==> src/rtl/mem_copy_sequencer.sv <==
// Word-by-word copy engine: reads mem0 at one word per cycle and writes each word
// to mem1 one cycle later through a single-stage pipeline.
module mem_copy_sequencer #(
   parameter int AWIDTH = 10,
   parameter int DWIDTH = 32,
   parameter int SWIDTH = 4
) (
   input  logic              CLK,
   input  logic              RSTN,
   input  logic              start,
   input  logic              abort,
   input  logic [AWIDTH-1:0] src_addr,
   input  logic [AWIDTH-1:0] dst_addr,
   input  logic [AWIDTH:0]   len,
   output logic              busy,
   output logic              done,
   output logic              aborted,
   output logic [AWIDTH:0]   xfer_cnt,
   output logic              mem0_en,
   output logic [SWIDTH-1:0] mem0_we,
   output logic [AWIDTH-1:0] mem0_addr,
   output logic [DWIDTH-1:0] mem0_wdata,
   input  logic [DWIDTH-1:0] mem0_rdata,
   output logic              mem1_en,
   output logic [SWIDTH-1:0] mem1_we,
   output logic [AWIDTH-1:0] mem1_addr,
   output logic [DWIDTH-1:0] mem1_wdata,
   input  logic [DWIDTH-1:0] mem1_rdata
);

   typedef enum logic [1:0] {S_IDLE, S_COPY, S_DRAIN, S_DONE} state_t;

   localparam logic [AWIDTH:0] CNT_ONE = 1;

   state_t            state_q, state_d;
   logic [AWIDTH-1:0] src_q, src_d, dst_q, dst_d;
   logic [AWIDTH:0]   len_q, len_d, rd_cnt_q, rd_cnt_d, xfer_cnt_q, xfer_cnt_d;
   logic              aborted_q, aborted_d, rd_vld_q, rd_vld_d;
   logic              rd_issue, last_rd;
   logic              unused_mem1_rdata;

   assign unused_mem1_rdata = ^mem1_rdata;

   // Abort suppresses the read of the very cycle it is seen in, so it gates the enable directly.
   assign rd_issue = (state_q == S_COPY) && !abort;
   assign last_rd  = (rd_cnt_q == (len_q - CNT_ONE));

   always_comb begin
      state_d    = state_q;
      src_d      = src_q;
      dst_d      = dst_q;
      len_d      = len_q;
      rd_cnt_d   = rd_cnt_q;
      xfer_cnt_d = xfer_cnt_q;
      aborted_d  = aborted_q;
      rd_vld_d   = rd_issue;
      if (rd_vld_q) begin
         xfer_cnt_d = xfer_cnt_q + CNT_ONE;
      end
      case (state_q)
         S_IDLE: begin
            if (start) begin
               rd_cnt_d   = '0;
               xfer_cnt_d = '0;
               aborted_d  = 1'b0;
               if (len != '0) begin
                  src_d   = src_addr;
                  dst_d   = dst_addr;
                  len_d   = len;
                  state_d = S_COPY;
               end else begin
                  state_d = S_DONE;
               end
            end
         end
         S_COPY: begin
            if (rd_issue) begin
               rd_cnt_d = rd_cnt_q + CNT_ONE;
            end
            if (abort) begin
               aborted_d = 1'b1;
               state_d   = S_DRAIN;
            end else if (last_rd) begin
               state_d = S_DRAIN;
            end
         end
         S_DRAIN: state_d = S_DONE;
         S_DONE:  state_d = S_IDLE;
         default: state_d = S_IDLE;
      endcase
   end

   always_ff @(posedge CLK or negedge RSTN) begin
      if (!RSTN) begin
         state_q    <= S_IDLE;
         src_q      <= '0;
         dst_q      <= '0;
         len_q      <= '0;
         rd_cnt_q   <= '0;
         xfer_cnt_q <= '0;
         aborted_q  <= 1'b0;
         rd_vld_q   <= 1'b0;
      end else begin
         state_q    <= state_d;
         src_q      <= src_d;
         dst_q      <= dst_d;
         len_q      <= len_d;
         rd_cnt_q   <= rd_cnt_d;
         xfer_cnt_q <= xfer_cnt_d;
         aborted_q  <= aborted_d;
         rd_vld_q   <= rd_vld_d;
      end
   end

   assign busy     = (state_q == S_COPY) || (state_q == S_DRAIN);
   assign done     = (state_q == S_DONE);
   assign aborted  = aborted_q;
   assign xfer_cnt = xfer_cnt_q;

   // Every SRAM output is forced to zero when no access is being made.
   assign mem0_en    = rd_issue;
   assign mem0_we    = '0;
   assign mem0_addr  = rd_issue ? (src_q + rd_cnt_q[AWIDTH-1:0]) : '0;
   assign mem0_wdata = '0;

   assign mem1_en    = rd_vld_q;
   assign mem1_we    = {SWIDTH{rd_vld_q}};
   assign mem1_addr  = rd_vld_q ? (dst_q + xfer_cnt_q[AWIDTH-1:0]) : '0;
   assign mem1_wdata = rd_vld_q ? mem0_rdata : '0;

endmodule

==> config.mk <==
export PLATFORM = sky130hd
export DESIGN_NAME = mem_copy_sequencer
export DESIGN_NICKNAME = d
export VERILOG_FILES = /design/src/rtl/mem_copy_sequencer.sv
export SDC_FILE = /design/constraint.sdc
export NUM_CORES = 1
export LEC_CHECK = 0
export CAP_MARGIN = 25
export CORE_MARGIN = 5
export CORE_UTILIZATION = 45
export DETAILED_ROUTE_END_ITERATION = 7
export PLACE_DENSITY_LB_ADDON = 0.3
export RECOVER_POWER = 100
export SLEW_MARGIN = 20
export SYNTH_ARGS = -nofsm -noshare
export SYNTH_HDL_FRONTEND = slang
export SYNTH_SLANG_ARGS = --single-unit
export TNS_END_PERCENT = 50
==> constraint.sdc <==
create_clock -name CLK -period 6.42 [get_ports CLK]
set_input_delay 1.284 -clock CLK [delete_from_list [all_inputs] [get_ports CLK]]
set_output_delay 1.284 -clock CLK [all_outputs]
set_load 0.05 [all_outputs]
==> results.tsv <==
metric	value	unit
grt_max_degree	58	
hold_path.class	register to register	
violations	max-capacitance violations, max-slew violations	
layoutNonFillerInstCount	717	
max-vdd-ir-drop	0.3325	mV
vias	3637	
grt_setup_unrepaired	no	
cts.sinks	57	
ys_ff_latch	57	
ys_warn_count	0	
chipHeight	107.2	µm
outcome	finished, violations left	
drive_gt1_share	10.03	%
mostFrequentLayoutCell	dlygate4sd3_1	
synth_cell_type_count	54	
crit_arrival	3.71	ns
r2r-end	dst_q[6]	
hold_viol	0	
cts.htree.levels	3	
cts_hold_buf	0	
critPathCaptureType	primary output	
relSlewSlack	-103.1	%
fmax	0.2001	GHz
post_cts_buffers	0	
rrSetupSlack	3.21	ns
place_congestion	0.8358	
clk-insertion-delay-late	0.34	ns
port_buffers	138	
drt_iter0_markers	143	
grt_pass1_wl	18490	µm
clk_pin_slew	0.07	ns
startpoint_type	register	
finish.net_count	709	
synth-edff-count	0	
place_hpwl	9301	µm
num_rows	35	
synthCells	449	
cts_buffer_depth	2	
cp-endpoint	mem1_addr[8]	
overflow	0	
cts_resized	0	
tightest_slew	3.046	ns
synth_area_leaders	dfrtp_1 (34%), mux2_2 (7.9%), ha_1 (7.4%), buf_4 (7.1%), and2_1 (5.6%)	
grt_antenna_before_repair	0	
dp.cells	701	
fin_skew	0.004923	ns
syn_area	0.004255	mm²
drt-total-wl	11670	µm
grtUsageTotal	20.27	%
period_minus_slack	4.998	ns
viasPerCell	5.073	
power_density	419.5	mW/mm²
tritoncts	yes	
die_x	107.2	µm
area_delta_synth_final	37.46	%
power_leakage	2.742	nW
min_period_over_period	77.85	%
drt-wirelength-per-cell	16.27	µm
dieArea	0.01150	mm²
final_max_slew_viol_count	58	
drcViolationCount	0	
critPathLaunch	xfer_cnt[0]	
synthArstFlopShare	100.0	%
ff2ff_path_depth	6	
n_antenna_cell	0	
seq_area_frac_synth	33.52	%
synth_flop_cell	dfrtp_1	
grt_pass1_vias	3621	
cp_max_fo	5	
core	0.009240	mm²
start_util	46.05	%
final_cell_mix	dlygate4sd3_1 (74), clkdlybuf4s50_1 (63), dfrtp_1 (57)	
synth_area_leader_cell	dfrtp_1	
r2r_start	state_q[0]	
ctsRootBufferMaster	clkbuf_8	
detail_route.first_pass.iterations	4	
tns	0	ns
netlist.area_leader.share	33.52	%
cts_buffers	9	
setup_violations	0	
max-cap-violations	1	
worstSetupPathType	register to primary output	
io_pins	207	
synth_area_per_cell	9.477	µm²
required	5.14	ns
ant_nets	0	
-- sequential cells by signal, indices dropped and copies added (netlist names) --
register / count
mem1_en: 1
rd_cnt_q: 11
xfer_cnt: 11
aborted: 1
dst_q: 10
state_q: 2
src_q: 10
len_q: 11
-- cell type report --
class,count,area [µm²]
flip-flops and latches,57,1426
multi-input cells,362,2552
repair buffers,140,1384
well taps,129,161.4
clock buffers,11,151.4
fillers,762,3391
inverters,13,48.80
clock inverters,5,125.1
-- per-layer routing --
layer	GRT usage (%)	part of all wire [%]	routed length (µm)	up-vias
li1	-	-	-	1770
met1	22.30	39	4516	1709
met2	38.29	51	5977	147
met3	5.599	8.7	1013	11
met4	4.658	1.4	158	0
met5	0	0	0	-
-- cells by family after synthesis --
| logic type | count (synthesis) | synth area share [%] |
|---|---|---|
| AO/OA/AOI/OAI | 64 | 10.32 |
| buffers and inverters | 65 | 9.468 |
| AND/OR/NAND/NOR | 156 | 20.08 |
| multiplexers | 37 | 9.585 |
| other | 1 | 0.08812 |
| adder cells (fa/ha/maj) | 27 | 8.292 |
| flip-flops | 57 | 33.52 |
| XOR/XNOR | 42 | 8.644 |
-- cells in the mapped netlist (3+ instances only) --
cell type,number
a21o_1,6
a21oi_1,16
a22o_1,3
a31oi_1,4
and2_1,38
and3_1,5
buf_4,40
clkbuf_1,9
dfrtp_1,57
ha_1,25
inv_1,13
mux2_2,30
mux2i_1,7
nand2_1,17
nand2b_1,5
nand3_1,8
nand4_1,6
nor2_1,38
nor2b_1,3
nor3_1,10
nor4_1,8
o21ai_0,14
o21bai_1,4
or3_1,4
xnor2_1,26
xor2_1,16
-- stage by stage --
step                utilization (%)  instance area (µm²)  power, mW  setup slack, ns  hold slack (ns)
finish                        63.30                 5849      2.454            1.422           0.5159
detailed placement            60.47                 5588      2.035            1.690           0.5009
global route                  63.30                 5849      2.611            1.279           0.5304
CTS                           63.47                 5864      2.511            1.460           0.5181
global placement              60.47                 5588      1.995            1.687           0.4951
floorplan                         -                 4387      1.666            1.731           0.4849
-- worst min-delay path by stage --
stage	from	cells after the start	slack (ns)	end
finish	dst_q[8]	1	0.52	dst_q[8]
floorplan	dst_q[3]	1	0.48	dst_q[3]
CTS	src_q[3]	1	0.52	src_q[3]
global route	dst_q[5]	1	0.53	dst_q[5]
global placement	dst_q[7]	1	0.50	dst_q[7]
detailed placement	dst_q[7]	1	0.50	dst_q[7]
-- worst max-delay path, cell delays in order, from the launching register on --
cell and delay [ns]:
dfrtp_1 0.44, ha_1 0.26, fa_1 0.41, a21o_1 0.17, a21oi_1 0.24, o21bai_1 0.13, a2111o_1 0.43, and3_1 0.18
nor3_1 0.23, dlygate4sd3_1 0.91
-- report_power, final --
| group | leakage [nW] | internal (mW) | total (mW) | switching [mW] |
|---|---|---|---|---|
| sequential | 0.721 | 0.485 | 0.645 | 0.160 |
| combinational | 1.88 | 0.538 | 1.35 | 0.807 |
| clock | 0.140 | 0.318 | 0.463 | 0.146 |
Power figures use the tool's default switching activity.
